==> config.mk <==
export PLATFORM = sky130hd
export DESIGN_NAME = rr_shared_mux_arbiter
export DESIGN_NICKNAME = d
export VERILOG_FILES = /design/src/rtl/rr_shared_mux_arbiter_pkg.sv /design/src/rtl/rr_shared_mux_arbiter_pick.sv /design/src/rtl/rr_shared_mux_arbiter.sv
export SDC_FILE = /design/constraint.sdc
export NUM_CORES = 1
export LEC_CHECK = 0
export ABC_CLOCK_PERIOD_IN_PS = 3850
export CAP_MARGIN = 0
export CORE_MARGIN = 2
export CORE_UTILIZATION = 41
export CTS_BUF_LIST = sky130_fd_sc_hd__clkbuf_4 sky130_fd_sc_hd__clkbuf_8
export DETAILED_ROUTE_END_ITERATION = 8
export HOLD_SLACK_MARGIN = 0.15
export PLACE_DENSITY = 0.88
export SLEW_MARGIN = 20
export SYNTH_ARGS = -nofsm -noshare
export SYNTH_HDL_FRONTEND = slang
export SYNTH_HIERARCHICAL = 1
export SYNTH_SLANG_ARGS = --single-unit
==> constraint.sdc <==
create_clock -name clk -period 3.85 [get_ports clk]
set_input_delay 0.9625 -clock clk [delete_from_list [all_inputs] [get_ports clk]]
set_output_delay 0.9625 -clock clk [all_outputs]
set_load 0.02 [all_outputs]
==> src/rtl/rr_shared_mux_arbiter_pkg.sv <==
// Shared types for the round-robin shared-mux arbiter.
// State encoding and counter width helper.
package rr_shared_mux_arbiter_pkg;

    typedef enum logic {
        ST_IDLE = 1'b0,
        ST_BUSY = 1'b1
    } state_e;

    function automatic int cnt_w(input int burst);
        return (burst > 1) ? $clog2(burst) : 1;
    endfunction

endpackage

==> src/rtl/rr_shared_mux_arbiter_pick.sv <==
// Round-robin pick: rotate by ptr, fixed-priority
// select lowest set bit, then unrotate to an index.
module rr_pick #(
    parameter int N     = 4,
    parameter int SEL_W = 2
) (
    input  logic [N-1:0]     i_req,
    input  logic [SEL_W-1:0] i_ptr,
    output logic [SEL_W-1:0] o_winner,
    output logic             o_any_req
);

    localparam logic [SEL_W:0] NN = (SEL_W+1)'(N);

    logic [2*N-1:0] w_dbl;
    logic [N-1:0]   w_rot;
    logic [SEL_W:0] w_off;
    logic [SEL_W:0] w_sum;

    always_comb begin
        w_dbl = {i_req, i_req};
        w_rot = w_dbl[i_ptr +: N];
        w_off = '0;
        // Descending scan leaves the lowest rotated offset.
        for (int i = N - 1; i >= 0; i--) begin
            if (w_rot[i]) begin
                w_off = (SEL_W+1)'(i);
            end
        end
        w_sum = {1'b0, i_ptr} + w_off;
        if (w_sum >= NN) begin
            w_sum = w_sum - NN;
        end
    end

    assign o_winner  = w_sum[SEL_W-1:0];
    assign o_any_req = |i_req;

endmodule

==> src/rtl/rr_shared_mux_arbiter.sv <==
// Round-robin arbiter owning one shared N:1 data mux,
// holding each grant for up to BURST accepted beats.
module rr_shared_mux_arbiter
    import rr_shared_mux_arbiter_pkg::*;
#(
    parameter int N     = 4,
    parameter int W     = 8,
    parameter int SEL_W = 2,
    parameter int BURST = 2
) (
    input  logic             clk,
    input  logic             rst_n,
    input  logic [N-1:0]     req,
    input  logic [N*W-1:0]   req_data,
    output logic [N-1:0]     gnt,
    output logic             out_valid,
    input  logic             out_ready,
    output logic [W-1:0]     out_data,
    output logic [SEL_W-1:0] out_sel,
    output logic             busy
);

    localparam int CW = cnt_w(BURST);
    localparam logic [CW-1:0] LAST = CW'(BURST - 1);
    localparam logic [SEL_W-1:0] SEL_MAX = SEL_W'(N - 1);

    state_e           r_state;
    state_e           w_state_nx;
    logic [SEL_W-1:0] r_ptr;
    logic [SEL_W-1:0] w_ptr_nx;
    logic [SEL_W-1:0] r_sel;
    logic [SEL_W-1:0] w_sel_nx;
    logic [SEL_W-1:0] w_sel_inc;
    logic [SEL_W-1:0] w_winner;
    logic [CW-1:0]    r_beat_cnt;
    logic [CW-1:0]    w_beat_nx;
    logic             w_any;
    logic             w_busy;
    logic             w_valid;
    logic [W-1:0]     w_mux;
    logic [N-1:0]     w_onehot;

    rr_pick #(
        .N     (N),
        .SEL_W (SEL_W)
    ) u_pick (
        .i_req     (req),
        .i_ptr     (r_ptr),
        .o_winner  (w_winner),
        .o_any_req (w_any)
    );

    // Wrap at N-1, not at the select field width.
    assign w_sel_inc = (r_sel == SEL_MAX) ? '0 : r_sel + 1'b1;
    assign w_busy    = (r_state == ST_BUSY);
    assign w_valid   = w_busy & req[r_sel];

    always_comb begin
        w_mux    = '0;
        w_onehot = '0;
        for (int i = 0; i < N; i++) begin
            if (r_sel == SEL_W'(i)) begin
                w_mux       = req_data[i*W +: W];
                w_onehot[i] = 1'b1;
            end
        end
    end

    assign gnt       = w_busy ? w_onehot : '0;
    assign out_valid = w_valid;
    assign out_data  = w_valid ? w_mux : '0;
    assign out_sel   = r_sel;
    assign busy      = w_busy;

    always_comb begin
        w_state_nx = r_state;
        w_ptr_nx   = r_ptr;
        w_sel_nx   = r_sel;
        w_beat_nx  = r_beat_cnt;
        unique case (r_state)
            ST_IDLE: begin
                if (w_any) begin
                    w_sel_nx   = w_winner;
                    w_beat_nx  = '0;
                    w_state_nx = ST_BUSY;
                end
            end
            ST_BUSY: begin
                if (!w_valid) begin
                    w_ptr_nx   = w_sel_inc;
                    w_state_nx = ST_IDLE;
                end else if (out_ready) begin
                    if (r_beat_cnt == LAST) begin
                        w_ptr_nx   = w_sel_inc;
                        w_state_nx = ST_IDLE;
                    end else begin
                        w_beat_nx = r_beat_cnt + 1'b1;
                    end
                end
            end
            default: w_state_nx = ST_IDLE;
        endcase
    end

    always_ff @(posedge clk or negedge rst_n) begin
        if (!rst_n) begin
            r_state    <= ST_IDLE;
            r_ptr      <= '0;
            r_sel      <= '0;
            r_beat_cnt <= '0;
        end else begin
            r_state    <= w_state_nx;
            r_ptr      <= w_ptr_nx;
            r_sel      <= w_sel_nx;
            r_beat_cnt <= w_beat_nx;
        end
    end

endmodule

=== Word-level counts from Yosys, hierarchy flattened ===
Index checks and enable logic that the tools add are counted.

* Bits in latches: 0
* Input port bits: 39
* Memory bits (read-only): 0
* Bits in registers: 6
* Memories: 0
* Output and inout bits: 16
* Logic and storage cells: 57
* RAM bits: 0

* Bitwise logic cells: 2
* Add/sub/neg operators: 4
* Muxes and demuxes: 31
* Shift operators: 1
* Multiply operators: 0
* Reduce and logical (&&, ||, !) cells: 5
* Eq/ne operators: 8
* Div/mod/pow operators: 0
* Order comparisons: 2

{| class="wikitable"
|+ Operators by type and width
! kind !! number
|-
| $mux W8 || 5
|-
| $mux W2 || 9
|-
| $mux W1 || 13
|-
| $shiftx A8 B3 Y4 || 1
|-
| $ne A2 B2 Y1 const B || 3
|-
| $reduce_and A3 Y1 || 2
|-
| $eq A2 B2 Y1 const B || 2
|-
| $mux W4 || 1
|-
| $ne A2 B1 Y1 const B || 2
|-
| $pmux W1 S2 || 2
|-
| $reduce_or A4 Y1 || 1
|-
| $add A2 B2 Y3 || 1
|-
| $ge A3 B3 Y1 const B || 1
|-
| $lt A2 B3 Y1 const B || 1
|-
| $add A2 B1 Y2 const B || 1
|-
| $bmux W1 S2 || 1
|-
| $eq A2 B1 Y1 const B || 1
|-
| $logic_not A2 Y1 || 1
|-
| $reduce_and A2 Y1 || 1
|-
| $sub A2 B1 Y2 const B || 1
|-
| $add A1 B1 Y1 const B || 1
|-
| $and A1 B1 Y1 || 1
|-
| $not A1 Y1 || 1
|}

=== Depth between registers and ports, before layout ===
Gate-level depths: netlist of the first run.

* Depth after elaboration: 8
* Mapped depth: 10
* Mapped depth without buffers: 9

=== By module ===
Netlist of the first run, hierarchy kept.

{| class="wikitable"
|+ By module, submodules not included
! module !! cells an instance !! sequential area each (µm²) !! times used !! area an instance (µm²)
|-
| rr_shared_mux_arbiter || 86 || 150.1 || 1 || 704.4
|-
| rr_pick || 27 || 0.0 || 1 || 178.9
|}

=== Worst setup path before layout of the first run ===
No wires, ideal clock.

* Path type: register -> output
* From: register r_sel[0], in the netlist out_sel[0]
* To: output port out_data[0]
* Required time: 2.888 ns
* Path buffers: 1
* Setup slack: 0.981 ns
* Data arrival time: 1.906 ns
* Stages on the path, launching flop included: 7
* Cells stage by stage: dfrtp_1 -> inv_1 -> ha_1 -> clkbuf_1 -> a21oi_1 -> a221o_1 -> a21oi_1

* Longest elaborated chain between the ends: 6
* Elaborated cells on any way between the ends: 12
* Classes of those cells: eq/ne (3); mux (7); bitwise (1); reduce/logical (1)

{| class="wikitable"
|+ Ends and longest elaborated chain
! element !! RTL line !! source
|-
| from (decl) || rr_shared_mux_arbiter.sv:31 || <nowiki>logic [SEL_W-1:0] r_sel;</nowiki>
|-
| from (signal assigned) || rr_shared_mux_arbiter.sv:114 || <nowiki>r_sel <= w_sel_nx;</nowiki>
|-
| $logic_not A2 Y1 || rr_shared_mux_arbiter.sv:62 || <nowiki>if (r_sel == SEL_W'(i)) begin</nowiki>
|-
| $mux W8 (4 in series) || rr_shared_mux_arbiter.sv:62 ||
|-
| $mux W8 * || rr_shared_mux_arbiter.sv:71 || <nowiki>assign out_data = w_valid ? w_mux : '0;</nowiki>
|-
| to (decl) || rr_shared_mux_arbiter.sv:18 || <nowiki>output logic [W-1:0] out_data,</nowiki>
|}

Mark *: on every way between the ends. The rest lies on a longest branch, timed or not. The select of a mux whose other input is x is not followed.

=== Worst setup path after layout of the first run ===
* From: input port req[1]
* To: output port out_data[2]

* Longest elaborated chain between the ends: 4

{| class="wikitable"
|+ Ends and longest elaborated chain
! element !! RTL line !! source
|-
| from (decl) || rr_shared_mux_arbiter.sv:13 || <nowiki>input logic [N-1:0] req,</nowiki>
|-
| $bmux W1 S2 || rr_shared_mux_arbiter.sv:56 || <nowiki>assign w_valid = w_busy & req[r_sel];</nowiki>
|-
| $mux W1 (not written as such) || rr_shared_mux_arbiter.sv:56 ||
|-
| $and A1 B1 Y1 || rr_shared_mux_arbiter.sv:56 ||
|-
| $mux W8 || rr_shared_mux_arbiter.sv:71 ||
|}

Every way passes these cells. The select of a mux whose other input is x is not followed.

==> key figures, run 1 <==
Cells and area
  – Sequential Area: 150 sq um
  – Multi-input logic area: 667 sq um
  – Synth-to-Final Area Change: 68.1%
  – Net count, final: 216
  – # diodes: 0
  – Layout fillers: 161
  – Share of layout cells above drive strength 1: 9.41%

Floorplanning
  – Core area: 2000 sq um
  – Die Area: roughly 2500 sq um
  – Boundary Pins: 55
  – Die span in x: 50.4 microns
  – # rows: 16
  – Chip height: ~50 microns
  – Initial Util: between 40% and 50%

Worst hold path
  – Hold path startpoint: r_beat_cnt$_DFFE_PN0P_
  – WHS Path Cells: 2
  – HP Class: reg -> reg
  – Hold endpoint: r_beat_cnt$_DFFE_PN0P_

Logic synthesis
  – Post-synth cell types: 34
  – Post-synth EDFFs: 0
  – Ys async rst share: 100%
  – Most common library cells after synthesis: 18 x a21oi_1, 10 x inv_1, 9 x nand2_1
  – Syn_nets: 157
  – Synthesized area per cell: 7.82 sq um
  – Mapped cell area: 883 sq um
  – Seq/Total Area, Yosys: 17.0%
  – Seq cells post-synth: 6
  – Area fraction of the dominant cell type after synthesis: between 15 and 20%
  – Synth top area cells: dfrtp_1 17%, a21oi_1 10%, a221o_1 9.1%
  – Synth Flop Type: dfrtp_1
  – Count leader, synth: a21oi_1
  – Ys Warns: 6
  – Cell taking the most area after synthesis: dfrtp_1
  – Post-Syn Instances: 113

Drt
  – DRT iter0 DRCs: 15
  – DR WL/cell: 14.3 microns
  – DRT Pass-1 Iters: 4
  – Drt drc: 0
  – Vias per cell: 5.58
  – DR WL met2: 1350 microns
  – Top Metal Used: met3
  – Drt total wl: 2820 microns
  – Metal-1 WL: 1190 microns
  – Final ANT Viol Nets: 0
  – WL met3: approximately 280 microns
  – Vias: 1099

Timing
  – Final Hold Viols: 0
  – Slew of the pin with the lowest slew margin: 544 ps
  – Crit share post-route: a little over nine tenths
  – FMAX: around 0.27 GHz
  – Crit path time final: 3730 ps
  – Max Clock Skew: between 9 and 10 ps
  – Relative slew slack: 63.7%
  – Hold_ws: between 600 and 700 ps
  – Final setup violation count: 0
  – Unrepaired setup endpoints after global routing: false
  – Final Max Slew Viols: 0
  – Final setup TNS: 0 ps

Run status
  – Status: finished, final reports clean

Place
  – Routability cong.: 0.824
  – Post-DP HPWL: 2250 microns
  – Buffers on Ports: 54

Clock network
  – H-tree Lvls: 1
  – Resized Gates After CTS: 0
  – Postcts setup bufs: 0
  – Hold buffer count at cts: 0
  – TritonCTS clock tree: done
  – CTS Buffer Depth: 2
  – Clk slew on worst S/H paths: 50 ps
  – Worst-skew pair later-pin latency: 250 ps
  – Root Driver: clkbuf_4
  – Clock Sinks: 6
  – Inserted Clock Buffers: 3

Setup path
  – Crit path launch type: primary input
  – Internal reg-to-reg setup slack: 2060 ps
  – R2R depth: 9
  – Worst Path Arrival: 2770 ps
  – CP endpoint kind: primary output
  – Req. time, crit path: between 2000 and 3000 ps
  – Reg2reg end: out_sel[1]$_DFFE_PN0P_
  – CP Class: in -> out
  – FF-to-FF Start: r_ptr[0]$_DFFE_PN0P_
  – CP Max Fanout: 9

Pwr
  – Peak supply drop: 663 uV
  – Cell leakage power: between 0.5 and 0.6 nW
  – Pwr Density: 693 nW/um^2

Global route
  – Largest net degree at the start of global routing: 17
  – Global-route wire length before repair: 4550 microns
  – Antenna violations before repair: 0
  – GRT Util Overall: between 20% and 30%
  – Vias in the first global route: 1044
  – GRT Residual Overflow: 0

Flow run
  – Max cap viols: 0
[final cells by class]
| class | instances | share of cell area [%] |
|---|---|---|
| Timing Repair Buffer | 58 | 38.4 |
| Tap cell | 27 | 2.27 |
| Multi-Input combinational cell | 92 | 44.9 |
| Inverter | 11 | 2.78 |
| Clock buffer | 3 | 1.52 |
| Sequential cell | 6 | 10.1 |
[layer usage]
layer  vias to the layer above  global-route usage (%)
li1                        532                       -
met1                       517                    26.8
met2                        50                    42.8
met3                         0                    4.76
met4                         0                    5.41
met5                         -                       0
[power by group]
| group | leakage, nW | internal (mW) | switching [mW] |
|---|---|---|---|
| clock | 0.0138 | 0.0354 | 0.0246 |
| combinational | 0.504 | 0.408 | 0.396 |
| sequential | 0.0718 | 0.0955 | 0.0693 |
| total | 0.590 | 0.539 | 0.490 |
[stage by stage]
| stage | util, % | std cells | cell area, sq um | total power [mW] | worst slack, ps |
|---|---|---|---|---|---|
| after detailed placement | 73.1 | 194 | 1460 | 0.969 | 95.1 |
| after global routing | 74.2 | 197 | 1490 | 1.11 | 52.4 |
| after CTS | 74.2 | 197 | 1490 | 1.03 | 101 |
| after global placement | 73.1 | 194 | 1460 | 0.948 | 196 |
| after floorplan | - | 113 | 883 | 0.691 | 981 |
| final | 74.2 | 197 | 1490 | 1.03 | 117 |
[cell families (layout without fill, tap and decap cells)]
family,Yosys count,count (layout),synth area share (%)
flops,6,6,17.0
buf+inv,15,72,7.51
mux,6,6,10.5
simple gates,41,41,24.9
fa+ha+maj,5,5,7.08
compound gates,38,38,31.0
xor+xnor,2,2,1.98
[worst max-delay path by stage]
stage                           start     endpoint  slack [ps]  cells after the start
2_1_floorplan  out_sel[0]$_DFFE_PN0P_  out_data[0]         980                      6
3_3_place_gp                   req[3]  out_data[2]         200                      5
3_5_place_dp                   req[1]  out_data[2]         100                      5
4_1_cts                        req[2]  out_data[2]         100                      5
5_1_grt                        req[2]  out_data[2]          50                      5
6_report                       req[1]  out_data[2]         120                      5
[state kept, by name, summed over array words and instances, names as in the netlist]
register / flops
out_sel: 2
busy: 1
r_ptr: 2
r_beat_cnt: 1
[worst max-delay path, cell delays in order]
cell and delay, ps:
clkdlybuf4s50_1 480, mux4_2 270, nand2_2 140, nor3_1 280
clkdlybuf4s50_1 650
[cell usage in the layout (no fill, tap or decap)]
cell,synthesis,layout
o21ai_0,3,3
clkdlybuf4s50_1,0,54
nor3_1,5,5
buf_4,1,4
dfrtp_1,6,6
a21oi_1,18,18
nand3b_1,6,6
inv_1,10,10
o22ai_1,3,3
a31oi_1,1,1
inv_2,1,1
a221oi_4,1,1
a21boi_1,1,1
nand2_2,1,1
mux4_2,1,1
a221o_1,8,8
nand2b_1,4,4
ha_1,5,5
o211ai_1,1,1
nor2b_1,2,2
nor4_1,1,1
xnor2_1,1,1
or3_1,1,1
a2111oi_2,1,1
clkbuf_4,0,3
xor2_1,1,1
nor3b_1,2,2
nor2_1,7,7
mux2i_1,1,1
a211oi_1,1,1
and2_1,3,3
nand2_1,9,9
mux2_4,4,4
(Power assumes the default switching activity.)
==> inputs of run 2 (changes only) <==
Settings changed: ABC_CLOCK_PERIOD_IN_PS 3850 to 3100, CORE_UTILIZATION 41 to 34, PLACE_DENSITY 0.88 to 0.78.
Clock period 3.85 ns to 3.1 ns, I/O delays scaled along.
==> run 2 against run 1 <==
Net effect:
- clock skew is 8.4 ps lower
- clock power is 26% higher
- setup slack worse by 61 ps
==> key figures, run 2 (same netlist as run 1, synthesis figures left out) <==
Worst hold path
  – HP Class: reg -> reg

Setup path
  – CP endpoint kind: primary output
  – Crit path launch type: primary input
  – Req. time, crit path: 2320 ps
  – Worst Path Arrival: 2270 ps
  – CP Class: in -> out
  – CP Max Fanout: 9

Cells and area
  – Synth-to-Final Area Change: 72.1%
  – # diodes: 0
  – Commonest non-fill, non-tap cells in the layout: 45 x clkdlybuf4s50_1, 18 x a21oi_1, 10 x inv_1
  – Final Instance Area: 1520 sq um
  – Commonest non-fill, non-tap cell in the layout: clkdlybuf4s50_1
  – Net count, final: 220
  – Finished Layout Cells: roughly 200
  – Share of layout cells above drive strength 1: 12.1%

Place
  – Placed cell area: ~1500 sq um
  – Post-DP HPWL: 2370 microns
  – Placed Instances: 201
  – Buffers on Ports: 54
  – Placement Setup Slack: -209 ps
  – Routability cong.: 0.706

Drt
  – Final ANT Viol Nets: 0
  – DR WL/cell: 14.3 microns
  – DRT Pass-1 Iters: 5
  – DRT iter0 DRCs: 8
  – Vias: 1079
  – Drt drc: 0
  – Drt total wl: around 2900 microns
  – Vias per cell: 5.29

Floorplanning
  – Boundary Pins: 55
  – Die span in x: about 55 microns
  – # rows: 18
  – Chip height: 55.0 microns
  – Core area: 2480 sq um
  – Die Area: a little over 3000 sq um
  – Initial Util: 35.7%

Clock network
  – Clk slew on worst S/H paths: ~50 ps
  – Hold buffer count at cts: 0
  – TritonCTS clock tree: done
  – Root Driver: clkbuf_4
  – H-tree Lvls: 1
  – Postcts setup bufs: 0
  – Worst-skew pair later-pin latency: 250 ps
  – CTS Buffer Depth: 2
  – Clock Sinks: 6
  – Inserted Clock Buffers: 3

Pwr
  – Pwr Total: 1.29 mW
  – Cell leakage power: roughly 0.64 nW
  – Peak supply drop: 449 uV
  – Pwr Density: 851 nW/um^2

Timing
  – Relative slew slack: 71.1%
  – Final Hold Viols: 0
  – Max Clock Skew: 1.15 ps
  – Final setup violation count: 0
  – FMAX: about 0.33 GHz
  – Crit share post-route: 98.2%
  – Slew of the pin with the lowest slew margin: 433 ps
  – Post-route setup slack: 55.5 ps
  – Hold_ws: 583 ps
  – Crit path time final: 3040 ps
  – Unrepaired setup endpoints after global routing: false
  – Final Max Slew Viols: 0

Global route
  – Antenna violations before repair: 0
  – Largest net degree at the start of global routing: 16
  – GRT Util Overall: 19.7%
  – GRT Residual Overflow: 0
  – Vias in the first global route: 1000
  – Global-route wire length before repair: between 4000 and 5000 microns

Run status
  – Status: finished, final reports clean

Flow run
  – Max cap viols: 0
[run 2: final cells by class]
cell class / instances / area (sq um)
clock buffers: 3 / 22.5
repair buffers: 62 / 594
fillers: 217 / 957
well taps: 30 / 37.5
inverters: 11 / 41.3
flip-flops and latches: 6 / 150
multi-input cells: 92 / 674
[run 2: path summary, 6_finish.rpt]
kind | slack, ps | depth (start not counted) | from | endpoint
worst min register to register | 580 | 2 | r_beat_cnt$_DFFE_PN0P_ | r_beat_cnt$_DFFE_PN0P_
worst min-delay path | 580 | 2 | r_beat_cnt$_DFFE_PN0P_ | r_beat_cnt$_DFFE_PN0P_
worst max-delay path | 60 | 5 | req[3] | out_data[1]
max in group asynchronous | 2110 | 1 | rst_n | r_ptr[1]$_DFFE_PN0P_
min in group asynchronous | 770 | 1 | rst_n | r_ptr[0]$_DFFE_PN0P_
worst max register to register | 1390 | 9 | r_ptr[0]$_DFFE_PN0P_ | out_sel[1]$_DFFE_PN0P_
[run 2: per-stage QoR]
stage	TNS [ps]	utilization, %
2_1_floorplan	0	-
6_report	0	61.4
3_5_place_dp	-1610	60.4
5_1_grt	0	61.4
3_3_place_gp	-1510	60.4
4_1_cts	0	61.1
[run 2: power by group]
group          total, mW  switching [mW]  internal [mW]
clock network     0.0756          0.0316         0.0440
registers          0.191          0.0721          0.119
logic               1.03           0.522          0.505
total               1.29           0.626          0.668
[run 2: timing repair]
action                                  CTS  global route
endpoints found under the setup margin    9             5
cloned                                    0             0
hold endpoints to repair                  0             0
resized for setup                        10             5
[run 2: per-layer routing]
layer	wire (microns)	track usage, %	share of wire, %
met5	0	0	0
met4	42	7.32	1.4
met3	397	5.65	14
met2	1350	37.3	46
met1	1120	20.4	38
[run 2: worst max-delay path, stage by stage]
cell and delay (ps):
clkdlybuf4s50_1 410, mux4_2 530, nand2_4 160, nor3_1 70
dlygate4sd2_1 320
==> inputs of run 3 (changes only) <==
Settings changed: CORE_MARGIN 2 to unset.
==> run 3 against run 2 <==
Net effect:
- clock power decreased by 5.7%
- largest power group unchanged
- critical path depth unchanged
- critical path type unchanged
- sequential share of layout area is 0.082 points higher
- first-iteration DRC count is 63% higher
- largest cell class unchanged
- sequential cell count did not move
- setup slack lost 11 ps
- combinational power hardly changed
==> key figures, run 3 (same netlist as run 1, synthesis figures left out) <==
Run status
  – Status: finished, final reports clean

Cells and area
  – Sequential Area: 150 sq um
  – Final Instance Area: 1510 sq um
  – Commonest non-fill, non-tap cell in the layout: clkdlybuf4s50_1
  – Multi-input logic area: 674 sq um
  – Commonest non-fill, non-tap cells in the layout: 45 x clkdlybuf4s50_1, 18 x a21oi_1, 10 x inv_1
  – # diodes: 0
  – Synth-to-Final Area Change: 70.7%
  – Layout fillers: roughly 230
  – Finished Layout Cells: 203
  – Net count, final: 219
  – Share of layout cells above drive strength 1: between 10% and 20%

Place
  – Placed Instances: 200
  – Post-DP HPWL: 2280 microns
  – Placement Setup Slack: -233 ps
  – Routability cong.: 0.734
  – Buffers on Ports: 54
  – Placed cell area: 1490 sq um

Floorplanning
  – Core area: 2450 sq um
  – # rows: 18
  – Die Area: 2810 sq um
  – Die span in x: 53.0 microns
  – Initial Util: 36.0%
  – Chip height: about 53 microns
  – Boundary Pins: 55

Global route
  – Antenna violations before repair: 0
  – Global-route wire length before repair: 4170 microns
  – Largest net degree at the start of global routing: 16
  – Vias in the first global route: 1002
  – GRT Residual Overflow: 0
  – GRT Util Overall: about a fifth

Setup path
  – Beginning of the critical path: req[0]
  – Crit path launch type: primary input
  – CP Max Fanout: 9
  – CP endpoint kind: primary output
  – FF-to-FF Start: out_sel[0]$_DFFE_PN0P_
  – Worst Path Arrival: 2280 ps
  – Req. time, crit path: ~2300 ps
  – CP Class: in -> out

Clock network
  – Postcts setup bufs: 0
  – Root Driver: clkbuf_4
  – TritonCTS clock tree: done
  – H-tree Lvls: 1
  – Inserted Clock Buffers: 3
  – Clock Sinks: 6
  – Hold buffer count at cts: 0
  – Resized Gates After CTS: 10
  – CTS Buffer Depth: 2
  – Worst-skew pair later-pin latency: between 200 and 250 ps
  – Clk slew on worst S/H paths: 40 ps

Flow run
  – Max cap viols: 0

Timing
  – Post-route setup slack: 44.3 ps
  – Final setup violation count: 0
  – Final Hold Viols: 0
  – Unrepaired setup endpoints after global routing: false
  – Relative slew slack: 68.5%
  – Slew of the pin with the lowest slew margin: 472 ps
  – Final Max Slew Viols: 0
  – Crit share post-route: 98.6%
  – Max Clock Skew: 1.28 ps
  – FMAX: 0.327 GHz
  – Crit path time final: 3060 ps

Pwr
  – Pwr Total: 1.27 mW
  – Cell leakage power: about 0.64 nW
  – Pwr Density: 840 nW/um^2
  – Peak supply drop: 480 uV

Drt
  – Drt total wl: 2780 microns
  – Drt drc: 0
  – Vias per cell: 5.26
  – DRT iter0 DRCs: 13
  – Vias: around 1.1k
  – DR WL/cell: between 10 and 15 microns
  – Final ANT Viol Nets: 0
  – DRT Pass-1 Iters: 4

Worst hold path
  – HP Class: reg -> reg
  – Hold path startpoint: r_beat_cnt$_DFFE_PN0P_
## run 3: changes by cell type in the layout (fill, tap and decap cells not counted), sizes merged
cell,previous run,this run
buf,8,7
dlygate4sd2,5,9
clkdlybuf4s15,4,0
## run 3: through the flow
| stage | utilization [%] | hold slack [ps] | setup TNS [ps] |
|---|---|---|---|
| 6_report | 61.4 | 596 | 0 |
| 3_5_place_dp | 60.7 | 592 | -1790 |
| 2_1_floorplan | - | 479 | 0 |
| 5_1_grt | 61.4 | 604 | 0 |
| 3_3_place_gp | 60.7 | 563 | -1640 |
| 4_1_cts | 61.3 | 600 | 0 |
## run 3: layout make-up
class | instances | share of cell area (%)
multi-input cells | 92 | 44.7
repair buffers | 61 | 38.6
flip-flops and latches | 6 | 9.96
inverters | 11 | 2.74
well taps | 30 | 2.49
clock buffers | 3 | 1.49
## run 3: per-layer routing
layer	vias to the layer above	track usage (%)	part of all wire (%)
met5	-	0	0
met1	475	22.5	42
met3	4	4.31	10
met4	0	6.58	1.3
li1	540	-	-
met2	48	36.9	46
## run 3: critical path: stages
cell	delay [ps]
clkdlybuf4s50_1	440
mux4_2	510
nand2_4	160
nor3_1	70
dlygate4sd2_1	320
## run 3: power breakdown
part	switching, mW	total [mW]	internal, mW
Combinational	0.513	1.01	0.495
Clock	0.0275	0.0713	0.0437
Sequential	0.0691	0.188	0.119
Total	0.609	1.27	0.657
## run 3: worst paths after layout
path	slack [ps]	depth (start not counted)	to
setup reg to reg	1370	4	r_ptr[0]$_DFFE_PN0P_
hold / removal	600	2	r_beat_cnt$_DFFE_PN0P_
min in group asynchronous	770	1	r_ptr[1]$_DFFE_PN0P_
hold reg to reg	600	2	r_beat_cnt$_DFFE_PN0P_
max in group asynchronous	2110	1	r_beat_cnt$_DFFE_PN0P_
setup / recovery	40	5	out_data[1]
